===== src/rtl/fft_pkg.sv =====
// Shared FFT definitions: frame geometry, sample type and bit-reversal helper.
package fft_pkg;

    localparam int N     = 64;
    localparam int LOG2N = 6;
    localparam int W     = 11;

    // One complex sample as carried between the FFT and its neighbours.
    typedef struct packed {
        logic [W-1:0] re;
        logic [W-1:0] im;
    } cplx_t;

    // Reverse the LOG2N index bits (FFT output order <-> natural order).
    function automatic logic [LOG2N-1:0] bitrev(input logic [LOG2N-1:0] a);
        logic [LOG2N-1:0] r;
        r = '0;
        for (int i = 0; i < LOG2N; i++) r[i] = a[LOG2N-1-i];
        return r;
    endfunction

endpackage


===== src/rtl/fft_pingpong_ram.sv =====
// Two-bank N-entry register file for the unloader: one write port,
// one combinational read port, both addressed by {bank, addr}.
module fft_pingpong_ram #(
    parameter int N     = fft_pkg::N,
    parameter int LOG2N = fft_pkg::LOG2N,
    parameter int W     = fft_pkg::W
) (
    input  logic             clk,
    input  logic             we,
    input  logic [LOG2N:0]   waddr,
    input  logic [2*W-1:0]   wdata,
    input  logic [LOG2N:0]   raddr,
    output logic [2*W-1:0]   rdata
);

    // Contents are deliberately not reset; the full flags gate every read.
    logic [2*W-1:0] mem [2*N];

    // Single write port.
    always_ff @(posedge clk) begin
        if (we) mem[waddr] <= wdata;
    end

    assign rdata = mem[raddr];

endmodule


===== src/rtl/fft_unload.sv =====
// FFT output unloader: captures bit-reversed frames into a ping-pong
// buffer and replays them in natural bin order over valid/ready.
module fft_unload #(
    parameter int N     = fft_pkg::N,
    parameter int LOG2N = fft_pkg::LOG2N,
    parameter int W     = fft_pkg::W
) (
    input  logic             clk,
    input  logic             rst,
    input  logic             valid_i,
    input  logic [W-1:0]     br_i,
    input  logic [W-1:0]     bi_i,
    output logic             valid_o,
    input  logic             ready_i,
    output logic [W-1:0]     ar_o,
    output logic [W-1:0]     ai_o,
    output logic [LOG2N-1:0] idx_o,
    output logic             last_o,
    output logic             ovf_o
);

    localparam logic [LOG2N-1:0] LAST = LOG2N'(N - 1);

    logic [1:0]       full;
    logic             wbank, rbank;
    logic             drop;       // current in-flight frame is being discarded
    logic [LOG2N-1:0] wcnt, rcnt;
    logic [LOG2N-1:0] waddr_rev;
    logic             wstart, wkeep, we, wlast;
    logic             ld, rlast;
    logic [2*W-1:0]   rdata;

    // Input sample k lands at address bitrev(k) so reads run in natural order.
    for (genvar i = 0; i < LOG2N; i++) begin : g_rev
        assign waddr_rev[i] = wcnt[LOG2N-1-i];
    end

    // Accept/drop decided once per frame at its first sample, then held.
    assign wstart = valid_i && (wcnt == '0);
    assign wkeep  = wstart ? !full[wbank] : !drop;
    assign we     = valid_i && wkeep;
    assign wlast  = we && (wcnt == LAST);

    // Output register advances when data is ready and the slot is free.
    assign ld     = full[rbank] && (!valid_o || ready_i);
    assign rlast  = ld && (rcnt == LAST);

    fft_pingpong_ram #(.N(N), .LOG2N(LOG2N), .W(W)) u_ram (
        .clk   (clk),
        .we    (we),
        .waddr ({wbank, waddr_rev}),
        .wdata ({br_i, bi_i}),
        .raddr ({rbank, rcnt}),
        .rdata (rdata)
    );

    // Write counter, bank select, drop tracking and sticky overflow.
    always_ff @(posedge clk) begin
        if (rst) begin
            wcnt  <= '0;
            wbank <= 1'b0;
            drop  <= 1'b0;
            ovf_o <= 1'b0;
        end else if (valid_i) begin
            wcnt <= wcnt + 1'b1;
            if (wstart) begin
                drop <= full[wbank];
                if (full[wbank]) ovf_o <= 1'b1;
            end
            if (wlast) wbank <= ~wbank;
        end
    end

    // Full flags: set by the writer, cleared by the reader; they never
    // target the same bank in one cycle, since a set needs the bank empty
    // and a clear needs it full.
    always_ff @(posedge clk) begin
        if (rst) begin
            full <= '0;
        end else begin
            if (wlast) full[wbank] <= 1'b1;
            if (rlast) full[rbank] <= 1'b0;
        end
    end

    // Read counter, bank select and output register.
    always_ff @(posedge clk) begin
        if (rst) begin
            rcnt    <= '0;
            rbank   <= 1'b0;
            valid_o <= 1'b0;
            last_o  <= 1'b0;
            ar_o    <= '0;
            ai_o    <= '0;
            idx_o   <= '0;
        end else if (ld) begin
            {ar_o, ai_o} <= rdata;
            idx_o        <= rcnt;
            last_o       <= rlast;
            valid_o      <= 1'b1;
            if (rlast) begin
                rcnt  <= '0;
                rbank <= ~rbank;
            end else begin
                rcnt <= rcnt + 1'b1;
            end
        end else if (ready_i) begin
            valid_o <= 1'b0;
            last_o  <= 1'b0;
        end
    end

endmodule


===== config.mk =====
export PLATFORM = sky130hd
export DESIGN_NAME = fft_unload
export DESIGN_NICKNAME = d
export VERILOG_FILES = /design/src/rtl/fft_pkg.sv /design/src/rtl/fft_pingpong_ram.sv /design/src/rtl/fft_unload.sv
export SDC_FILE = /design/constraint.sdc
export NUM_CORES = 2
export LEC_CHECK = 0
export BUFFER_PORTS_ARGS = -buffer_cell sky130_fd_sc_hd__buf_4
export CAP_MARGIN = 20
export CORE_UTILIZATION = 33
export DETAILED_ROUTE_END_ITERATION = 6
export GPL_TIMING_DRIVEN = 0
export HOLD_SLACK_MARGIN = 0.06
export PLACE_DENSITY = 0.49
export REMOVE_ABC_BUFFERS = 1
export SLEW_MARGIN = 10
export SYNTH_ARGS = -nofsm -noshare
export SYNTH_HDL_FRONTEND = slang
export SYNTH_SLANG_ARGS = --single-unit

===== constraint.sdc =====
create_clock -name clk -period 8.6 [get_ports clk]
set_input_delay 0.86 -clock clk [delete_from_list [all_inputs] [get_ports clk]]
set_output_delay 0.86 -clock clk [all_outputs]
set_load 0.01 [all_outputs]

# Word-level counts from Yosys, hierarchy flattened
# Memory sizes are Yosys's and may differ from the RTL's. A register that Yosys moved wholly into a read port is not among the register bits.
# Index checks and enable logic that the tools add are counted.
dict set report totals {
  reg_bits 26
  latch_bits 0
  ram_bits 2816
  romBits 0
  output_inout_bits 31
  elab_cells 59
  n_memories 1
}
dict set report op_classes {
  add_sub_neg 2
  multipliers 0
  div 0
  magnitude_cmp 4
  eq_ne 2
  shift 0
  muxes 18
  bitwise 5
  reduce_logical 17
}
# memory depth width rd rd_ports_with_merged_regs wr line
set memory_table {}
lappend memory_table {u_ram.mem 128 22 1 1 1 fft_pingpong_ram.sv:17} ;# logic [2*W-1:0] mem [2*N];
# operator count
set ops {}
lappend ops {{$add A6 B1 Y6 const B} 2}
lappend ops {{$eq A6 B6 Y1 const B} 2}
lappend ops {{$mux W1} 12}
lappend ops {{$logic_and A1 B1 Y1} 7}
lappend ops {{$logic_not A6 Y1} 1}
lappend ops {{$mux W2} 3}
lappend ops {{$mux W6} 1}
lappend ops {{$reduce_and A2 Y1} 3}
lappend ops {{$lt A1 B2 Y1 const B} 2}
lappend ops {{$logic_not A1 Y1} 3}
lappend ops {{$reduce_and A3 Y1} 1}
lappend ops {{$and A2 B2 Y2} 1}
lappend ops {{$demux W1 S1} 2}
lappend ops {{$ge A1 B1 Y1 const B} 2}
lappend ops {{$not A1 Y1} 2}
lappend ops {{$not A2 Y2} 1}
lappend ops {{$or A2 B2 Y2} 1}
lappend ops {{$reduce_bool A2 Y1} 1}
lappend ops {{$logic_or A1 B1 Y1} 1}

# Logic depth before layout (Yosys ltp)
dict set report logic_depth {
  ltp_word 10
  depth_mapped 11
}

# Cells and area by module
# A second synthesis with hierarchy kept.
dict set report unflattened {
  cells_unflattened 4382
  area_unflattened_um2 109232.3
}
# module n_inst cells_per_inst area_each_um2 seq_area_each_um2
set by_module_without_submodules {}
lappend by_module_without_submodules {fft_pingpong_ram 1 4153 107222.8 84561.1}
lappend by_module_without_submodules {fft_unload 1 229 2009.4 960.9}

# Least setup slack after synthesis
# No wires, ideal clock.
dict set report synth_path {
  kind {input-to-reg}
  startpoint {in valid_i}
  endpoint {mem u_ram.mem[104][0] (netlist bit) (enable)}
  setup_time_ns 0.401
  t_arrival_ns 2.807
  setup_slack_ns 5.392
  path_stages 6
  path_buffers 1
  path_cell_list {nor4b_1 nand3b_1 a21oi_1 nand2_1 clkbuf_1 nor2_1}
}
dict set report synth_via {
  elab_chain_cells 5
}
# item line
set synth_rtl {}
lappend synth_rtl {{start: declaration} fft_unload.sv:10} ;# input logic valid_i,
lappend synth_rtl {{$logic_and A1 B1 Y1} fft_unload.sv:39} ;# assign wstart = valid_i && (wcnt == '0);
lappend synth_rtl {{$mux W1} fft_unload.sv:40} ;# assign wkeep = wstart ? !full[wbank] : !drop;
lappend synth_rtl {{$logic_and A1 B1 Y1 (*)} fft_unload.sv:41} ;# assign we = valid_i && wkeep;
lappend synth_rtl {{$mux W1 (*)} fft_pingpong_ram.sv:21} ;# if (we) mem[waddr] <= wdata;
lappend synth_rtl {{$mux W1 (implied by the code) (*)} fft_pingpong_ram.sv:21}
lappend synth_rtl {{end: declaration} fft_pingpong_ram.sv:17}
# Every way passes the cells marked *; elsewhere a longest branch is shown, timed or not.

==> run metrics <==
Synth Register Bits=2864; first-pass detailed-route iteration total=6; Starting DRT DRC Count=4911; Design Power=28.9 mW; Max Clock Freq=0.202 GHz; remaining global-route overflow=0; leading area contributor after synthesis=edfxtp_1; max cap viols=0; Endpoint, Worst Hold=valid_o; # DRC=0; Reg-to-Reg End=ai_o[4]; post-DP HPWL=197 mm; setup bufs post-CTS=0; HP Class=input port to flop; CTS tree=yes; CP dominant cell by count=buf_16; IO Pins=57; Horiz. Die Dim=579 um; slowest CP cell=a311oi_1; max-slew violation count=0; CP Launch Type=flop; commonest non-fill, non-tap cell in the layout=edfxtp_1; Hold Crit Depth=4; Die Ht=579 um; Worst VDD drop=142 uV; routed via count=53.1k; share of layout cells above drive strength 1=26.3%; Critical Path RT=9.39 ns; endpoints failing hold=0; Post-synth EDFFs=2816; leak pwr=39.0 nW; Post-Syn Instances=5105; Worst EP arrival=5.74 ns; largest net degree at the start of global routing=129; total clock sinks=2864; Reg2Reg Depth=10; status=complete, no violations; most frequent cells in the layout=2816 x edfxtp_1, 586 x mux4_2, 423 x mux2i_1, 321 x clkbuf_16, 134 x nand2_1; Top FF cell, synth=edfxtp_1; max_slew headroom=3.05%; crit path capture type=flop; Tmin final=4.95 ns; global-route wire length before repair=436 mm; worst hold start=ready_i; Resized Gates After CTS=0; sequential cell area fraction in the yosys report=77.8%; Syn Area/Cell=21.5 um^2; crit path max fanout=44; WHS=0.287 ns; Worst R2R Start=rcnt[1]; final setup fails=0; CTS H-tree depth=5; fin crit share=57.6%; Vias/cell=5.28; Tightest Pin Transition=1.45 ns; filler instances=29.2k; wire per inst=31.3 um; CTS Buf Count=312; fin area=131000 um^2; WS Path Type=flop to flop; vias in the first global route=54.2k; PD cells=221 nW/um^2; RSZ-0062 raised after global routing=false; Tot GR Track Use=18.6%; Syn. warnings=0; CP max stage delay=1.03 ns; # rows=211; CORE AREA=331000 um^2; Reg2Reg Setup Slack=3.65 ns; library cells used by synthesis=52; Nets=5456; Cell Area, Synth=110000 um^2; clock skew=0.0476 ns; full die area=335000 um^2; port bufs=56; GPL Wtd Cong=0.805; initial antenna violation count=10; Clock transition at path regs=0.05 ns; Placed Area=121000 um^2; Critical Path, Cell by Cell=buf_16 > buf_16 > buf_16 > buf_16 > nand2_1 > o22ai_1 > nor2_1 > a311oi_1 > o22ai_1 > a32o_1; Yosys top cell area share=77.0%; Antenna Nets Post-Route=0; CTS Hold Buffers Added=0; Async SR Flop Fraction=0%; fin util=39.6%; Root Buffer=clkbuf_16; TNS Setup=0 ns; Area growth, synth to finish=19.3%; Initial Util=33.2%; clock latency on the worst-skew pair=0.93 ns; Routed WL=315 mm; Area contributors post-synth=edfxtp_1 77%, mux4_2 12%, mux2i_1 3.9%, dfxtp_1 0.87%, nor2_1 0.68%; clock buffer depth=4
[worst max path at each step]
stage          startpoint       to  slack (ns)
2_1_floorplan     rcnt[0]  ai_o[1]      -21.89
3_3_place_gp      rcnt[0]  ar_o[6]      -71.09
3_5_place_dp      rcnt[1]  ai_o[4]        3.66
4_1_cts           rcnt[1]  ai_o[4]        3.66
5_1_grt           rcnt[1]  ai_o[4]        3.61
6_report          rcnt[1]  ai_o[4]        3.65
[registers in the layout, indices dropped and copies added (netlist names)]
signal / count
ai_o: 11
ar_o: 11
drop: 1
full: 2
idx_o: 6
last_o: 1
ovf_o: 1
rbank: 1
rcnt: 6
u_ram.mem: 2816
valid_o: 1
wbank: 1
wcnt: 6
[final cells by class]
type                            instances  area, um^2  area share (%)
Antenna cell                           15        37.5          0.0286
Multi-Input combinational cell       1942       24000            18.3
Tap cell                             4366        5460            4.17
Clock buffer                          397        8380            6.39
Clock inverter                        162        1580            1.20
Inverter                                7        43.8          0.0334
Sequential cell                      2864       85500            65.3
Timing Repair Buffer                  300        6030            4.60
[through the flow]
step / setup WS (ns) / instances
3_3_place_gp: -71.09 / 9235
3_5_place_dp: 3.66 / 9476
6_report: 3.65 / 10100
5_1_grt: 3.61 / 10000
2_1_floorplan: -21.89 / 4813
4_1_cts: 3.66 / 10000
[cell usage after synthesis, types with 5 or more instances]
| master | number |
|---|---|
| edfxtp_1 | 2816 |
| mux4_2 | 586 |
| mux2i_1 | 423 |
| nor2_1 | 198 |
| nand2_1 | 137 |
| clkbuf_1 | 122 |
| buf_2 | 105 |
| a22oi_1 | 95 |
| o21ai_0 | 95 |
| a21oi_1 | 66 |
| a221oi_1 | 65 |
| dfxtp_1 | 48 |
| buf_4 | 41 |
| o221ai_1 | 40 |
| a32oi_1 | 25 |
| buf_1 | 23 |
| mux2_2 | 20 |
| o211ai_1 | 20 |
| a31oi_1 | 17 |
| nor2b_1 | 15 |
| nand3_1 | 14 |
| o31ai_1 | 14 |
| nor3_1 | 13 |
| a22o_1 | 10 |
| o22ai_1 | 10 |
| nand2b_1 | 8 |
| a32o_1 | 7 |
| nand4_1 | 7 |
| inv_1 | 6 |
| xnor2_1 | 6 |
| a211oi_1 | 5 |
| a221o_1 | 5 |
[kinds of logic (layout without fill, tap and decap cells)]
kind of cell | after synthesis | after routing | share of synthesized area (%)
buffers and inverters | 299 | 866 | 1.29
flip-flops | 2864 | 2864 | 77.8
AO/OA/AOI/OAI | 485 | 485 | 3.11
adder cells (fa/ha/maj) | 3 | 3 | 0.0342
multiplexers | 1029 | 1029 | 16.1
XOR/XNOR | 10 | 10 | 0.0797
other | 0 | 15 | 0
AND/OR/NAND/NOR | 415 | 415 | 1.58
[critical path, delay by kind of cell (launching register included)]
kind | cells | cell delay (ns)
flip-flops | 1 | 0.93
AO/OA/AOI/OAI | 4 | 2.12
buffers and inverters | 4 | 1.23
AND/OR/NAND/NOR | 2 | 0.42
[where the power goes]
| group | internal [mW] | leakage [nW] | switching (mW) |
|---|---|---|---|
| clock network | 7.68 | 4.85 | 5.48 |
| logic | 0.0785 | 8.42 | 0.354 |
| registers | 15.3 | 25.7 | 0.00817 |
| total | 23.1 | 39.0 | 5.84 |
[per-layer routing]
layer | up-vias | global-route usage (%) | wire (um)
met5 | - | 0 | 0
met4 | 0 | 7.83 | 14300
met3 | 458 | 2.30 | 14400
met2 | 1551 | 30.5 | 152000
met1 | 28900 | 25.2 | 134000
li1 | 22200 | - | -
(Power assumes the default switching activity.)
